==> config.mk <==
export PLATFORM = sky130hd
export DESIGN_NAME = pll_drp_reconfig
export DESIGN_NICKNAME = d
export VERILOG_FILES = /design/src/rtl/pll_drp_reconfig.sv
export SDC_FILE = /design/constraint.sdc
export NUM_CORES = 1
export LEC_CHECK = 0
export CORE_MARGIN = 5
export CORE_UTILIZATION = 45
export DETAILED_ROUTE_END_ITERATION = 6
export PLACE_DENSITY_LB_ADDON = 0.25
export SYNTH_ARGS = -nofsm -noshare
export SYNTH_HDL_FRONTEND = slang
export SYNTH_SLANG_ARGS = --single-unit
==> constraint.sdc <==
create_clock -name clk -period 8.2 [get_ports clk]
set_clock_uncertainty 0.2 [all_clocks]
set_input_delay 1.64 -clock clk [delete_from_list [all_inputs] [get_ports clk]]
set_output_delay 1.64 -clock clk [all_outputs]
set_load 0.01 [all_outputs]
==> src/rtl/pll_drp_reconfig.sv <==
// DRP sequencer for PLLE2_ADV: holds the PLL in reset, read-modify-writes a table of
// registers through the DRP port, releases reset and waits for LOCKED.
module pll_drp_reconfig #(
  parameter int unsigned NUM_REGS     = 4,
  parameter int unsigned DRDY_TIMEOUT = 64,
  parameter int unsigned LOCK_TIMEOUT = 1024
) (
  input  logic                     clk,
  input  logic                     RST,
  input  logic                     SSTEP,
  input  logic [7*NUM_REGS-1:0]    CFG_ADDR,
  input  logic [16*NUM_REGS-1:0]   CFG_MASK,
  input  logic [16*NUM_REGS-1:0]   CFG_DATA,
  output logic                     SRDY,
  output logic                     ERR,
  output logic [6:0]               DADDR,
  output logic                     DEN,
  output logic                     DWE,
  output logic [15:0]              DI,
  input  logic [15:0]              DO,
  input  logic                     DRDY,
  output logic                     PLL_RST,
  input  logic                     LOCKED
);

  localparam int unsigned IdxW  = (NUM_REGS > 1) ? $clog2(NUM_REGS) : 1;
  localparam int unsigned DCntW = $clog2(DRDY_TIMEOUT) + 1;
  localparam int unsigned LCntW = $clog2(LOCK_TIMEOUT) + 1;

  typedef enum logic [2:0] {
    StIdle, StRd, StWaitRd, StWr, StWaitWr, StNext, StWaitLock
  } state_e;

  state_e                 state_q, state_d;
  logic [IdxW-1:0]        idx_q, idx_d;
  logic [7*NUM_REGS-1:0]  addr_q, addr_d;
  logic [16*NUM_REGS-1:0] mask_q, mask_d;
  logic [16*NUM_REGS-1:0] data_q, data_d;
  logic                   srdy_q, srdy_d;
  logic                   err_q, err_d;
  logic [6:0]             daddr_q, daddr_d;
  logic                   den_q, den_d;
  logic                   dwe_q, dwe_d;
  logic [15:0]            di_q, di_d;
  logic                   pll_rst_q, pll_rst_d;
  logic [DCntW-1:0]       dcnt_q, dcnt_d;
  logic [LCntW-1:0]       lcnt_q, lcnt_d;

  logic [6:0]  cur_addr;
  logic [15:0] cur_mask;
  logic [15:0] cur_data;
  logic        drp_timeout;

  assign cur_addr = addr_q[7*int'(idx_q) +: 7];
  assign cur_mask = mask_q[16*int'(idx_q) +: 16];
  assign cur_data = data_q[16*int'(idx_q) +: 16];

  // The wait window starts once the DEN pulse has dropped.
  assign drp_timeout = !den_q && (dcnt_q == DCntW'(DRDY_TIMEOUT - 1));

  always_ff @(posedge clk or posedge RST) begin
    if (RST) begin
      state_q   <= StIdle;
      idx_q     <= '0;
      addr_q    <= '0;
      mask_q    <= '0;
      data_q    <= '0;
      srdy_q    <= 1'b1;
      err_q     <= 1'b0;
      daddr_q   <= '0;
      den_q     <= 1'b0;
      dwe_q     <= 1'b0;
      di_q      <= '0;
      pll_rst_q <= 1'b0;
      dcnt_q    <= '0;
      lcnt_q    <= '0;
    end else begin
      state_q   <= state_d;
      idx_q     <= idx_d;
      addr_q    <= addr_d;
      mask_q    <= mask_d;
      data_q    <= data_d;
      srdy_q    <= srdy_d;
      err_q     <= err_d;
      daddr_q   <= daddr_d;
      den_q     <= den_d;
      dwe_q     <= dwe_d;
      di_q      <= di_d;
      pll_rst_q <= pll_rst_d;
      dcnt_q    <= dcnt_d;
      lcnt_q    <= lcnt_d;
    end
  end

  always_comb begin
    state_d   = state_q;
    idx_d     = idx_q;
    addr_d    = addr_q;
    mask_d    = mask_q;
    data_d    = data_q;
    srdy_d    = srdy_q;
    err_d     = err_q;
    daddr_d   = daddr_q;
    den_d     = 1'b0;
    dwe_d     = 1'b0;
    di_d      = di_q;
    pll_rst_d = pll_rst_q;
    dcnt_d    = dcnt_q;
    lcnt_d    = lcnt_q;

    unique case (state_q)
      StIdle: begin
        srdy_d = 1'b1;
        if (SSTEP) begin
          addr_d    = CFG_ADDR;
          mask_d    = CFG_MASK;
          data_d    = CFG_DATA;
          err_d     = 1'b0;
          idx_d     = '0;
          pll_rst_d = 1'b1;
          srdy_d    = 1'b0;
          state_d   = StRd;
        end
      end
      StRd: begin
        daddr_d = cur_addr;
        den_d   = 1'b1;
        dcnt_d  = '0;
        state_d = StWaitRd;
      end
      StWaitRd, StWaitWr: begin
        if (DRDY) begin
          if (state_q == StWaitRd) begin
            di_d    = (DO & cur_mask) | (cur_data & ~cur_mask);
            state_d = StWr;
          end else begin
            state_d = StNext;
          end
        end else if (drp_timeout) begin
          err_d     = 1'b1;
          pll_rst_d = 1'b0;
          srdy_d    = 1'b1;
          state_d   = StIdle;
        end else if (!den_q && (dcnt_q != {DCntW{1'b1}})) begin
          dcnt_d = dcnt_q + DCntW'(1);
        end
      end
      StWr: begin
        daddr_d = cur_addr;
        den_d   = 1'b1;
        dwe_d   = 1'b1;
        dcnt_d  = '0;
        state_d = StWaitWr;
      end
      StNext: begin
        if (idx_q == IdxW'(NUM_REGS - 1)) begin
          pll_rst_d = 1'b0;
          lcnt_d    = '0;
          state_d   = StWaitLock;
        end else begin
          idx_d   = idx_q + IdxW'(1);
          state_d = StRd;
        end
      end
      StWaitLock: begin
        if (LOCKED) begin
          err_d   = 1'b0;
          srdy_d  = 1'b1;
          state_d = StIdle;
        end else if (lcnt_q == LCntW'(LOCK_TIMEOUT - 1)) begin
          err_d   = 1'b1;
          srdy_d  = 1'b1;
          state_d = StIdle;
        end else if (lcnt_q != {LCntW{1'b1}}) begin
          lcnt_d = lcnt_q + LCntW'(1);
        end
      end
      default: state_d = StIdle;
    endcase
  end

  assign SRDY    = srdy_q;
  assign ERR     = err_q;
  assign DADDR   = daddr_q;
  assign DEN     = den_q;
  assign DWE     = dwe_q;
  assign DI      = di_q;
  assign PLL_RST = pll_rst_q;

endmodule
==> results of run 1 <==
-- state kept, by name (all words and copies together), names as in the netlist --
register and cells:
data_q 64, mask_q 64, addr_q 28, DI 16
lcnt_q 11, DADDR 7, dcnt_q 7, state_q 3
idx_q 2, DEN 1, DWE 1, ERR 1
PLL_RST 1, SRDY 1
-- cell type report --
type | instances | area (µm²) | area share, %
flip-flops and latches | 207 | 5180 | 42.4
multi-input cells | 716 | 3900 | 31.9
repair buffers | 210 | 2090 | 17.1
clock buffers | 34 | 657 | 5.37
well taps | 270 | 338 | 2.76
clock inverters | 7 | 38.8 | 0.317
inverters | 5 | 26.3 | 0.215
-- power breakdown --
part           switching, mW  internal (mW)
combinational          0.701          0.755
sequential             0.338           1.48
clock                  0.408          0.554
-- cells by family after synthesis --
logic type               Yosys count  share of synthesized area, %
flip-flops                       207                          55.7
adder cells (fa/ha/maj)            4                         0.511
multiplexers                      97                          13.6
buffers and inverters             58                          2.45
XOR/XNOR                           8                         0.753
AO/OA/AOI/OAI                     46                          2.93
AND/OR/NAND/NOR                  561                          24.0
-- placed cells by master (no fill, tap or decap), drive strengths merged, types with 3 or more instances in the layout --
master / synthesis / routed
a21oi: 19 / 19
a31oi: 3 / 3
and2: 3 / 3
and3: 4 / 4
buf: 6 / 6
clkbuf: 47 / 34
clkdlybuf4s50: 0 / 204
clkinv: 0 / 6
dfrtp: 206 / 206
ha: 3 / 3
inv: 5 / 6
mux2: 8 / 8
mux2i: 66 / 66
mux4: 23 / 23
nand2: 484 / 484
nand3: 10 / 10
nor2: 34 / 34
nor2b: 3 / 3
nor3: 6 / 6
nor4: 5 / 5
o21a: 3 / 3
o21ai: 12 / 12
xnor2: 6 / 6
-- worst register-to-register path, cell delays in order (launching register included) --
cell and delay, ns:
dfrtp_1 0.58, nor3_1 0.47, and2_4 0.56, buf_4 0.98
nand2_1 0.19, nand2_1 0.11
-- stage by stage --
| step | worst slack [ns] | power [mW] | hold WS, ns |
|---|---|---|---|
| after detailed placement | 3.93 | 3.31 | 0.258 |
| after floorplan | 0.709 | 2.80 | 0.240 |
| after global placement | 3.94 | 3.26 | 0.252 |
| after global routing | 4.26 | 4.55 | 0.291 |
| after CTS | 4.45 | 4.29 | 0.273 |
| final | 4.43 | 4.24 | 0.271 |
-- synth_stat cells, types with 2 or more instances --
library cell    n  share of area, %
nor3_1          6              0.32
nor2_1         34               1.4
and3_1          3              0.20
a221o_1         2              0.22
and2_1          3              0.20
mux2i_1        66               7.1
nand3_1        10              0.54
mux2_2          7              0.85
dfrtp_1       206                55
clkbuf_1       47               1.9
nor2b_1         3              0.20
nor4_1          5              0.34
nand2_1       484                20
xnor2_1         6              0.57
inv_1           5              0.20
buf_2           2              0.11
a21oi_1        19               1.0
nand2b_1        2              0.13
o21ai_0        11              0.59
buf_1           3              0.12
nor4b_1         2              0.19
o21a_1          3              0.24
a31oi_1         3              0.20
xor2_1          2              0.19
ha_1            3              0.40
mux4_2         23               5.6
-- path summary, 6_finish.rpt --
path                            start    endpoint  slack (ns)  depth (start not counted)
max in group asynchronous         RST  mask_q[29]        5.05                          3
min                        data_q[41]  data_q[41]        0.27                          2
min reg2reg                data_q[41]  data_q[41]        0.27                          2
min in group asynchronous         RST  data_q[15]        1.41                          2
max reg2reg                state_q[0]   mask_q[2]        5.06                          5
max                             SSTEP   mask_q[2]        4.43                          5
-- routing by layer --
layer	wire, µm	global-route usage [%]
met5	46	0
met4	384	3.49
met3	1760	5.85
met2	10800	30.5
met1	10100	26.1
==> summary.txt, run 1 <==
Floorplanning
  • Die X-Extent: approximately 150 µm
  • Starting density of the core: a little under half
  • I/O pin count: between 200 and 250
  • Die area: 0.0236 mm²
  • Number of cell rows: 52
  • Die height: between 150 and 200 µm
  • Core ar.: approximately 0.020 mm²

CTS
  • Maximum clock insertion buffer count: 3
  • Setup bufs post-CTS: 0
  • Clock sink total: about 210
  • Worst-path clk slew: 0.06 ns
  • H-tree Lvls: 1
  • Hold buffers post-CTS: 0
  • Clk root buf: clkbuf_16
  • Total CTS buffers: 23
  • Worst-Skew Late Latency: ~0.51 ns
  • CTS tree: yes
  • Post-cts resize count: 0

Logic synthesis
  • Ys async rst share: 100%
  • Synth unique cells: 47
  • Cells after Synth: roughly 980
  • Synth warn: 0
  • Syn_area_per_cell: around 9.5 µm²
  • Post-synth EDFFs: 0
  • Mapped Area: slightly above 0.009 mm²
  • Post-Syn Nets: 1161
  • Main synth FF type: dfrtp_1
  • Fraction of the yosys area taken by sequential cells: 55.7%
  • Post-synthesis register bit count: 207

Power and ir drop
  • Worst vdd ir: around 0.00016 V
  • Leakage: approximately 5.9 nW
  • Pwr per Cell Area: around 350 mW/mm²

Timing
  • Period Utilization, post-route: 46.0%
  • Final setup fails: 0
  • Slew Viols, Final: 0
  • Worst-margin pin slew: around 1.1 ns
  • Minimum clock period: roughly 3.8 ns
  • Max Clk Rate: 265 MHz
  • Setup_tns: 0 ns
  • Final hold vios: 0
  • RSZ-0062 raised after global routing: false
  • Slew headroom: 25.6%

Place
  • Placed cells: between 1000 and 1500
  • Gp weighted congestion: approximately 0.8
  • Area after DPL: 0.0115 mm²
  • Hpwl dp: ~15000 µm
  • IO buf count: a little over 200

Drt
  • Routed len/inst: roughly 16 µm
  • DR DRC count: 0
  • Final ANT Viol Nets: 0
  • Via count: 7092
  • Routed wire length: approximately 23000 µm
  • Drt via density: 4.89
  • Initial drt markers: 330
  • 1st-pass router iterations: 4

Cells and area
  • Layout net count: ~1300
  • Layout cells sized above 1: between 6 and 7%
  • FILL cells: 1769
  • Non-Filler Instances: between 1000 and 1500
  • ANT cells: 0
  • Area Overhead vs Synth: 31.5%
  • Final Cell Area: ~0.012 mm²
  • Final design utilization: between 60 and 70%

Critical path
  • CP max stage delay: between 0.9 and 1 ns
  • Top Family by Delay on Critical Path: buffers and inverters
  • Worst path slowest cell: buf_4
  • CP Max Fanout: between 100 and 150
  • Crit path cell chain: clkdlybuf4s50_1 > and2_4 > buf_4 > nand2_1 > nand2_1
  • Kind of critical path: input pin to register
  • Crit path capture type: register
  • WP buf/inv: 2
  • Arrival time worst endpoint: around 4 ns
  • Startpoint Class: input pin
  • Data required time of the worst path: 8.44 ns
  • Crit path top cell by count: nand2_1

GRT
  • GRT Total Usage: between 10% and 20%
  • Grt ovf: 0
  • First-pass GRT wire length: 37200 µm
  • Antenna violations before repair: 4
  • Vias in the first global route: a little over 7000
  • Pin count of the biggest net entering global routing: around 110

Run status
  • Outcome: completed

Flow run
  • # Max-Cap Violations: 0

Hold path
  • Worst hold-check path type: register to register
Note: power is estimated with default switching activity, not from simulation.
==> inputs of run 2 (changes only) <==
Clock period 8.2 ns to 3.05 ns, I/O delays scaled along.
==> run 2 against run 1 <==
Core utilization up 1.0 points. Worst hold slack lost 0.015 ns. Total power grew to 2.8 times the previous value. Sequential share of layout area shrank 0.70 points. Highest routed layer unchanged. Non-clock buffer count grew 9. Clock power grew to 2.9 times the previous value. Register-to-register slack got worse by 4.4 ns.
==> summary.txt, run 2 (synthesized netlist as in run 1, its figures left out) <==
CTS
  • Clock sink total: 207 (unchanged)
  • Worst-path clk slew: 0.06 ns (about the same)
  • Clk root buf: clkbuf_16 (unchanged)
  • CTS tree: yes (unchanged)
  • Worst-Skew Late Latency: 0.50 ns (was 0.51 ns)
  • H-tree Lvls: 1 (unchanged)
  • Post-cts resize count: 0 (unchanged)
  • Hold buffers post-CTS: 0 (unchanged)
  • Maximum clock insertion buffer count: 3 (unchanged)
  • Setup bufs post-CTS: 0 (unchanged)
  • Total CTS buffers: 23 (unchanged)

Drt
  • DR DRC count: 0 (unchanged)
  • Via count: 7189 (was 7092)
  • 1st-pass router iterations: 4 (unchanged)
  • Routed wire length: 23300 µm (was 23100 µm)
  • Initial drt markers: 342 (was 330)
  • Routed len/inst: 16.0 µm (was 15.9 µm)
  • Drt via density: 4.93 (was 4.89)
  • Final ANT Viol Nets: 0 (unchanged)

Critical path
  • Arrival time worst endpoint: 2.58 ns (was 4.01 ns)
  • Data required time of the worst path: 3.24 ns (was 8.44 ns)
  • Crit path capture type: register (unchanged)
  • CP Max Fanout: 18 (was 107)
  • Kind of critical path: register to register (was input pin to register)
  • Startpoint Class: register (was input pin)

Run status
  • Outcome: completed (unchanged)

Floorplanning
  • Die X-Extent: 154 µm (unchanged)
  • Die height: 154 µm (unchanged)
  • Die area: 0.0236 mm² (unchanged)
  • Number of cell rows: 52 (unchanged)
  • I/O pin count: 205 (unchanged)
  • Starting density of the core: 45.8% (unchanged)
  • Core ar.: 0.0203 mm² (unchanged)

Hold path
  • Worst hold-check path type: input pin to async pin (was register to register)

Flow run
  • # Max-Cap Violations: 0 (unchanged)

Timing
  • Minimum clock period: between 2 and 2.5 ns
  • Final setup fails: 0 (unchanged)
  • Worst-margin pin slew: 0.770 ns (was 1.12 ns)
  • Max Clk Rate: ~420 MHz
  • Final hold vios: 0 (unchanged)
  • Slew Viols, Final: 0 (unchanged)
  • RSZ-0062 raised after global routing: false (unchanged)
  • Slew headroom: 48.7% (was 25.6%)
  • Period Utilization, post-route: 78.3%

Power and ir drop
  • Worst vdd ir: 0.000454 V (was 0.000163 V)
  • Pwr per Cell Area: 945 mW/mm² (was 346 mW/mm²)
  • Leakage: 5.95 nW (was 5.86 nW)
  • Overall power: 11.8 mW (was 4.24 mW)

Cells and area
  • Area Overhead vs Synth: 33.7% (was 31.5%)
  • Layout net count: 1352 (was 1343)
  • Most common cell after layout, fill and taps aside: nand2_1 (unchanged)
  • FILL cells: 1731 (was 1769)
  • Most frequent cells in the layout: nand2_1 (483), dfrtp_1 (205), clkdlybuf4s50_1 (204) (unchanged)
  • Final design utilization: 61.3% (was 60.3%)
  • Regs by FF count: data_q x64, mask_q x64, addr_q x28 (unchanged)
  • Layout cells sized above 1: 7.59% (was 6.79%)

Place
  • Gp weighted congestion: 0.775 (was 0.797)
  • IO buf count: 204 (unchanged)
  • Hpwl dp: 16200 µm (was 15500 µm)

GRT
  • Antenna violations before repair: 2 (was 4)
  • GRT Total Usage: 19.7% (was 19.1%)
  • Pin count of the biggest net entering global routing: 75 (was 108)
  • Vias in the first global route: 7584 (was 7162)
  • First-pass GRT wire length: 38500 µm (was 37200 µm)
  • Grt ovf: 0 (unchanged)
==> run 2: worst paths after layout <==
kind / start / end / slack [ns] / depth (start not counted)
min in group clk: data_q[20] / data_q[20] / 0.27 / 2
max: state_q[2] / lcnt_q[7] / 0.66 / 5
max reg2reg: state_q[2] / lcnt_q[7] / 0.66 / 5
max in group asynchronous: RST / SRDY / 1.65 / 3
min reg2reg: data_q[20] / data_q[20] / 0.27 / 2
min: RST / DI[12] / 0.26 / 2
==> run 2: final cells by class <==
cell class              count  area (µm²)  area share [%]
diodes                      1        2.50          0.0201
repair buffers            219        2230            17.9
inverters                   5        22.5           0.181
flip-flops and latches    207        5180            41.7
clock inverters            11         155            1.25
clock buffers              28         604            4.86
multi-input cells         716        3900            31.4
well taps                 270         338            2.72
==> run 2: metrics by stage <==
stage | hold WS [ns] | cells | area (µm²) | setup TNS, ns | setup WS (ns)
2_1_floorplan | 0.240 | 981 | 9300 | -91.76 | -0.445
3_3_place_gp | 0.252 | 1417 | 11700 | 0 | 0.414
3_5_place_dp | 0.261 | 1417 | 11700 | 0 | 0.356
4_1_cts | 0.255 | 1456 | 12400 | 0 | 0.655
5_1_grt | 0.285 | 1456 | 12400 | 0 | 0.534
6_report | 0.257 | 1457 | 12400 | 0 | 0.660
==> run 2: power breakdown <==
| part | switching, mW | internal [mW] | total [mW] |
|---|---|---|---|
| Sequential | 0.867 | 3.98 | 4.85 |
| Combinational | 1.96 | 2.12 | 4.08 |
| Clock | 1.08 | 1.74 | 2.82 |
| Total | 3.92 | 7.84 | 11.8 |
==> run 2: routing by layer <==
metal	GRT usage, %	wire, µm
met5	0	27
met4	4.42	461
met3	4.92	1590
met2	32.1	11000
met1	27.0	10100
==> run 2: worst max-delay path, cell delays in order, from the launching register on <==
cell	delay, ns
dfrtp_1	0.66
nor4bb_1	0.54
nand4_1	0.19
a31oi_1	0.35
a21oi_1	0.12
a31o_2	0.22
